`src/rtl/encoder_sample_scheduler.sv`:
```
// Fixed-window velocity sampler driving two encoder counters. It clears the counters,
// opens the count gate for WIN_CYCLES clocks, then captures both counts into a valid/ready register.
module encoder_sample_scheduler #(
  parameter int CNT_W      = 24,
  parameter int WIN_CYCLES = 1000000,
  parameter int CLR_CYCLES = 2,
  parameter int TMR_W      = 24,
  parameter int SEQ_W      = 8
) (
  input  logic             clk,
  input  logic             rst,
  input  logic             run_en,
  input  logic [CNT_W-1:0] countL,
  input  logic [CNT_W-1:0] countR,
  output logic             zero_cntrs,
  output logic             sampleModeEn,
  output logic             sampleCntOnOff,
  output logic [CNT_W-1:0] sampleL,
  output logic [CNT_W-1:0] sampleR,
  output logic [SEQ_W-1:0] sample_seq,
  output logic             sample_valid,
  input  logic             sample_ready,
  output logic             overrun,
  input  logic             overrun_clr,
  output logic             busy,
  output logic [2:0]       state_dbg
);

  typedef enum logic [2:0] {
    IDLE    = 3'd0,
    CLEAR   = 3'd1,
    SAMPLE  = 3'd2,
    SETTLE  = 3'd3,
    CAPTURE = 3'd4
  } state_t;

  localparam logic [TMR_W-1:0] CLR_LOAD = TMR_W'(CLR_CYCLES - 1);
  localparam logic [TMR_W-1:0] WIN_LOAD = TMR_W'(WIN_CYCLES - 1);

  state_t           state, state_next;
  logic [TMR_W-1:0] timer, timer_next;

  assign state_dbg = state;

  // Outputs are decoded from the next state so they line up with the state register.
  // Bit order: {zero_cntrs, sampleModeEn, sampleCntOnOff, busy}
  function automatic logic [3:0] decode(input state_t s);
    case (s)
      CLEAR:   decode = 4'b1101;
      SAMPLE:  decode = 4'b0111;
      SETTLE:  decode = 4'b0101;
      CAPTURE: decode = 4'b0101;
      default: decode = 4'b0000;
    endcase
  endfunction

  always_comb begin
    state_next = state;
    timer_next = timer;
    case (state)
      IDLE: begin
        if (run_en) begin
          state_next = CLEAR;
          timer_next = CLR_LOAD;
        end
      end
      CLEAR: begin
        if (timer == '0) begin
          state_next = SAMPLE;
          timer_next = WIN_LOAD;
        end else begin
          timer_next = timer - TMR_W'(1);
        end
      end
      SAMPLE: begin
        if (timer == '0) state_next = SETTLE;
        else             timer_next = timer - TMR_W'(1);
      end
      SETTLE:  state_next = CAPTURE;
      CAPTURE: begin
        if (run_en) begin
          state_next = CLEAR;
          timer_next = CLR_LOAD;
        end else begin
          state_next = IDLE;
        end
      end
      default: state_next = IDLE;
    endcase
  end

  always_ff @(posedge clk or posedge rst) begin
    if (rst) begin
      state          <= IDLE;
      timer          <= '0;
      zero_cntrs     <= 1'b0;
      sampleModeEn   <= 1'b0;
      sampleCntOnOff <= 1'b0;
      busy           <= 1'b0;
      sampleL        <= '0;
      sampleR        <= '0;
      sample_seq     <= '0;
      sample_valid   <= 1'b0;
      overrun        <= 1'b0;
    end else begin
      state <= state_next;
      timer <= timer_next;
      {zero_cntrs, sampleModeEn, sampleCntOnOff, busy} <= decode(state_next);

      // A capture always wins over a concurrent accept: newest data stays valid.
      if (state == CAPTURE) begin
        sampleL      <= countL;
        sampleR      <= countR;
        sample_seq   <= sample_seq + SEQ_W'(1);
        sample_valid <= 1'b1;
      end else if (sample_valid && sample_ready) begin
        sample_valid <= 1'b0;
      end

      if (state == CAPTURE && sample_valid && !sample_ready) overrun <= 1'b1;
      else if (overrun_clr)                                  overrun <= 1'b0;
    end
  end

endmodule

```
`config.mk`:
```
export PLATFORM = sky130hd
export DESIGN_NAME = encoder_sample_scheduler
export DESIGN_NICKNAME = d
export VERILOG_FILES = /design/src/rtl/encoder_sample_scheduler.sv
export SDC_FILE = /design/constraint.sdc
export NUM_CORES = 1
export LEC_CHECK = 0
export ABC_AREA = 1
export CORE_MARGIN = 2
export CORE_UTILIZATION = 51
export CTS_CLUSTER_DIAMETER = 200
export DETAILED_ROUTE_END_ITERATION = 12
export DONT_BUFFER_PORTS = 1
export PLACE_DENSITY = 0.68
export SETUP_SLACK_MARGIN = 0.5
export SLEW_MARGIN = 20
export SYNTH_ARGS = -nofsm -noshare
export SYNTH_HDL_FRONTEND = slang
export SYNTH_SLANG_ARGS = --single-unit
```
`constraint.sdc`:
```
create_clock -name clk -period 4.7 [get_ports clk]
set_input_delay 0.235 -clock clk [delete_from_list [all_inputs] [get_ports clk]]
set_output_delay 0.235 -clock clk [all_outputs]
set_load 0.005 [all_outputs]
```
==> flow_summary.ini, run 1 <==
[clock_tree]
cts_sinks = 88
clk_pin_slew_worst_paths_ps = 90
postCtsSetupRepairBufs = 0
cts_tree = yes
clock_latency_ps = 350
holdBufCountCts = 49
cts.htree.levels = 3
cts_max_path_buffers = 2
numCtsBuffers = 9
root_buffer = clkbuf_8
cts_resized = 0

[logic_synthesis]
netlist_instances = 517
ys_seq_elements = 88
syn_nets = 572
synth_area_leader_cell = dfrtp_1
ys_seq_area_share_pct = 52.6
yosysMostFrequentCell = nand2_1
synth_area_leaders = dfrtp_1 53%, nand2_1 21%, nor2_1 4.3%
synth.avg_cell_area_um2 = 8.10
synthesis.area_um2 = 4190
yosysUniqueCellTypes = 32
synth_common_cells = 231 x nand2_1, 88 x dfrtp_1, 48 x nor2_1, 32 x inv_1, 21 x nand3_1
synth_top_area_share_pct = 52.6
ys_warn_count = 0
ys.flop_type = dfrtp_1
synth-async-reset-ratio_pct = 100
synth_enable_flop_cells = 0

[pwr]
peakVddDrop_mv = 0.174
powerDensity_nw_per_um2 = 284
clkPwrFrac_pct = 42.9
p_sw_mw = 0.303
combPwrFrac_pct = 3.5
power_leakage_nw = 2.38
switching_share_pct = 21.5
seq_power_share_pct = 53.7
intPower_mw = 1.11

[die]
placementRows = 33
start_util_pct = 51.7
pin_count = 118
core_region_area_um2 = 8090
dieHeight_um = 94.6
die-area_um2 = 8950
fp.dieW_um = 94.6

[detailed_routing]
drtAntennaViolNets = 0
via_per_inst = 5.18
drtIter0Drc = 226
dr.pass1.iters = 5
dr.max_layer_used = met4
wl_um = 9840
num_vias = 3485
wl_met3_um = 797
wl_per_cell_um = 14.6
post-route-drc-count = 0
drt-met1-wl_um = 4360
dr_wl_met2_um = 4510

[global_route]
grt_overflow_total = 0
grt_pass1_wl_um = 15700
grtUsageTotal_pct = 22.5
grt_pass1_vias = 3283
grt_max_degree = 56
antenna_found_initial = 0

[worst_setup_path]
critPathKind = reg -> reg
cp-end-kind = flip-flop
cp-startpoint = state_dbg[0]$_DFF_PP0_
r2r-start = state_dbg[0]$_DFF_PP0_
arrival_ps = 3020
crit_required_ps = 4970
crit_slowest_cell = nor2_2
worstPathMaxFanout = 13
crit_chain = inv_1 -> nand2_2 -> nor2_2 -> inv_2 -> nand3_1 -> inv_1 -> nor2_2 -> nand2_1 -> o21ai_1
critPathMaxStageDelay_ps = 520
start_kind = flip-flop

[sta]
finClkSkew_ps = 9.63
finalHoldViolCount = 0
max_slew_margin_pct = 46.9
setup_viol = 0
max_freq_ghz = 0.364
tightest_slew_ps = 796
finalCritPeriodShare_pct = 58.5
hold_slack_ps = 20.5
layout_min_cycle_time_ps = 2750
finalMaxSlewViolations = 0
setup_tns_ps = 0
rsz0062_at_grt = false

[cells_and_area]
area_growth_pct = 18.5
finish.net_count = 618
drive_gt1_share_pct = 7.04
num_antenna_cells = 0
final_area_um2 = 4960
fin_cells = 673

[run_status]
status = finished clean

[placed_design]
dpl.hpwl_um = 6480
dpl-instance-area_um2 = 4230
dp_cells = 608
port_buffers = 0
place_congestion = 0.909

[job]
maxCapViolCount = 0

[min_path]
hp-class = in -> reg
hold_start = countL[22]
[power groups by stage]
stage | Sequential, mW | Clock (mW) | Combinational [mW]
2_1_floorplan | 0.772 | 0 | 0.0110
3_3_place_gp | 0.771 | 0 | 0.0156
3_5_place_dp | 0.771 | 0 | 0.0161
4_1_cts | 0.756 | 0.620 | 0.0494
5_1_grt | 0.757 | 0.654 | 0.0537
6_report | 0.756 | 0.604 | 0.0488
[metrics by stage]
step	total power, mW	util, %	setup slack, ps
after CTS	1.43	61.3	1970
after detailed placement	0.788	52.3	2000
final	1.41	61.3	1950
after global routing	1.46	61.3	1700
after floorplan	0.783	-	2190
after global placement	0.787	52.3	2200
[layout by cell type, fill, tap and decap left out, types with 3 or more instances in the layout]
cell type	instances
xor2_1	12
nor2_4	3
o2111ai_1	5
nand4_1	9
nand3_1	21
nor2_2	6
xnor2_1	7
nand2_2	3
clkbuf_8	10
dlygate4sd3_1	49
o21ai_1	12
nand2_1	231
nor2_1	48
inv_1	31
o21ai_0	7
dfrtp_1	88
[cell type report]
class / count / area (µm²)
Tap cell: 105 / 131
Clock buffer: 10 / 138
Clock inverter: 6 / 97.6
Multi-Input combinational cell: 378 / 1750
Fill cell: 686 / 3130
Timing Repair Buffer: 51 / 505
Sequential cell: 88 / 2200
Inverter: 35 / 133
[sequential cells by signal, summed over array words and instances, names as in the netlist]
register	cells
sample_valid	1
state_dbg	3
sampleR	24
zero_cntrs	1
sampleCntOnOff	1
overrun	1
busy	1
sampleL	24
sample_seq	8
timer	24
[critical path: cells and delay by family (launching register included)]
| kind | cells | cell delay, ps |
|---|---|---|
| AND/OR/NAND/NOR | 5 | 1700 |
| flip-flops | 1 | 460 |
| buffers and inverters | 3 | 330 |
| AO/OA/AOI/OAI | 1 | 190 |
[path summary, 6_finish.rpt]
| kind | to | slack (ps) | cells past startpoint |
|---|---|---|---|
| worst max-delay path | timer[2]$_DFFE_PP0P_ | 1950 | 9 |
| worst max register to register | timer[2]$_DFFE_PP0P_ | 1950 | 9 |
| min in group asynchronous | sampleL[15]$_DFFE_PP0P_ | 380 | 2 |
| worst min register to register | timer[1]$_DFFE_PP0P_ | 510 | 2 |
| max in group asynchronous | timer[22]$_DFFE_PP0P_ | 3240 | 3 |
| worst min-delay path | sampleL[22]$_DFFE_PP0P_ | 20 | 2 |
[cells by family after synthesis]
kind of cell	after synthesis	share of synthesized area [%]
flip-flops	88	52.6
XOR/XNOR	19	3.98
adder cells (fa/ha/maj)	2	0.598
AO/OA/AOI/OAI	26	3.65
AND/OR/NAND/NOR	331	33.6
buffers and inverters	51	5.53
[layer usage]
metal  global-route usage [%]  up-vias
met4                     8.09        0
met5                        0        -
met1                     31.8     1626
li1                         -     1702
met3                     5.99       14
met2                     33.4      143
(Power assumes the default switching activity.)
==> run 2: changes to the inputs <==
Settings changed: PLACE_DENSITY 0.68 to 0.71.
Clock period 4.7 ns to 2.5 ns, I/O delays scaled along.
==> flow_summary.ini, run 2 (synthesis results as in run 1) <==
[run_status]
status = finished clean

[clock_tree]
cts.htree.levels = 3
numCtsBuffers = 9
root_buffer = clkbuf_8
clk_pin_slew_worst_paths_ps = 90
cts_max_path_buffers = 2
cts_sinks = 88
cts_tree = yes
clock_latency_ps = 370

[cells_and_area]
num_antenna_cells = 0
n_fill_cell = 662
finish.net_count = 628
final_common_cell = nand2_1
drive_gt1_share_pct = 8.65
final_cell_mix = 231 x nand2_1, 88 x dfrtp_1, 52 x dlygate4sd3_1
top_regs = sampleL: 24 flops, sampleR: 24 flops, timer: 24 flops
area_growth_pct = 21.3
post-route-util_pct = 62.7

[detailed_routing]
dr.max_layer_used = met4
drtIter0Drc = 253
drtAntennaViolNets = 0
dr.pass1.iters = 5
dr_wl_met2_um = 5390
num_vias = 3577
post-route-drc-count = 0
wl_um = 10400
wl_per_cell_um = 15.2
via_per_inst = 5.24
wl_met3_um = 741
drt-met1-wl_um = 4140

[global_route]
antenna_found_initial = 0
grt_overflow_total = 0
grt_pass1_vias = 3448
grtUsageTotal_pct = 24.1
grt_max_degree = 61
grt_pass1_wl_um = 16700

[sta]
finalMaxSlewViolations = 0
max_freq_ghz = 0.533
layout_min_cycle_time_ps = 1880
finalCritPeriodShare_pct = 75.1
tightest_slew_ps = 655
setup_tns_ps = 0
setup_viol = 0
finClkSkew_ps = 23.9
hold_slack_ps = 200
rsz0062_at_grt = false
max_slew_margin_pct = 56.3
finalHoldViolCount = 0
worst_slack_ps = 623

[worst_setup_path]
crit_required_ps = 2740
critPathKind = reg -> reg
r2r_end = timer[21]$_DFFE_PP0P_
r2r-start = timer[4]$_DFFE_PP0P_
worstPathMaxFanout = 6
start_kind = flip-flop
r2r_cells = 8
cp-end-kind = flip-flop
ff2ff_setup_slack_ps = 620
arrival_ps = 2120

[die]
core_region_area_um2 = 8090
pin_count = 118
start_util_pct = 51.7
placementRows = 33
die-area_um2 = 8950
fp.dieW_um = 94.6
dieHeight_um = 94.6

[placed_design]
dpl.hpwl_um = 6550
port_buffers = 0
place_congestion = 0.976
dp_worst_setup_slack_ps = 322

[pwr]
power_leakage_nw = 2.43
peakVddDrop_mv = 0.439
powerDensity_nw_per_um2 = 505
total_power_mw = 2.57

[job]
maxCapViolCount = 0

[min_path]
whs_path_depth = 3
hp-class = in -> reg
min_to = timer[22]$_DFFE_PP0P_
hold_start = run_en
-- run 2: changes by cell type in the layout (fill, tap and decap cells not counted), sizes merged --
| cell | delta |
|---|---|
| buf | +7 |
| clkinv | +1 |
| clkinvlp | +2 |
| inv | -2 |
| bufinv | -1 |
| dlygate4sd3 | +3 |
-- run 2: worst max-delay path, cell delays in order (launching register included) --
cell     delay (ps)
dfrtp_1         440
nor2_1          230
nand2_1         200
nor2_8          210
nand4_1         270
inv_2           150
nor2_1           70
nor2_1          130
nor2_1           60
-- run 2: per-layer routing --
metal  track usage (%)  up-vias
li1                  -     1741
met1              31.1     1664
met2              40.8      158
met3              5.35       14
met4              7.61        0
met5                 0        -
-- run 2: cell type report --
cell class / count / area (µm²) / area share, %
flip-flops and latches: 88 / 2200 / 43.4
clock inverters: 6 / 80.1 / 1.58
well taps: 105 / 131 / 2.59
repair buffers: 61 / 613 / 12.1
multi-input cells: 378 / 1780 / 35.0
inverters: 35 / 135 / 2.66
clock buffers: 10 / 138 / 2.71
-- run 2: stage by stage --
| step | std cells | instance area (µm²) |
|---|---|---|
| final | 683 | 5080 |
| after global routing | 683 | 5080 |
| after CTS | 679 | 5010 |
| after detailed placement | 611 | 4270 |
| after global placement | 611 | 4270 |
| after floorplan | 517 | 4190 |
-- run 2: report_power, final --
| part | switching (mW) | total [mW] | internal, mW |
|---|---|---|---|
| sequential | 0.000000000000000109 | 1.42 | 1.42 |
| clock | 0.540 | 1.04 | 0.503 |
| combinational | 0.0419 | 0.0997 | 0.0578 |
-- run 2: how the worst max path moves through the flow --
stage                              start                    end
finish              timer[4]$_DFFE_PP0P_  timer[21]$_DFFE_PP0P_
global route        timer[0]$_DFFE_PP0P_  timer[20]$_DFFE_PP0P_
CTS                 timer[0]$_DFFE_PP0P_   timer[4]$_DFFE_PP0P_
detailed placement  timer[0]$_DFFE_PP0P_   timer[4]$_DFFE_PP0P_
global placement    timer[0]$_DFFE_PP0P_  timer[16]$_DFFE_PP0P_
floorplan           timer[0]$_DFFE_PP0P_  timer[20]$_DFFE_PP0P_
-- run 2: timing repair --
action / 4_1_cts / 5_1_grt
gates resized for setup: 1 / 5
hold buffers: 52 / 0
setup endpoints to repair: 6 / 21
buffers inserted: 0 / 4
pin swaps: 0 / 3
endpoints found under the hold margin: 80 / 0
gates cloned: 0 / 0
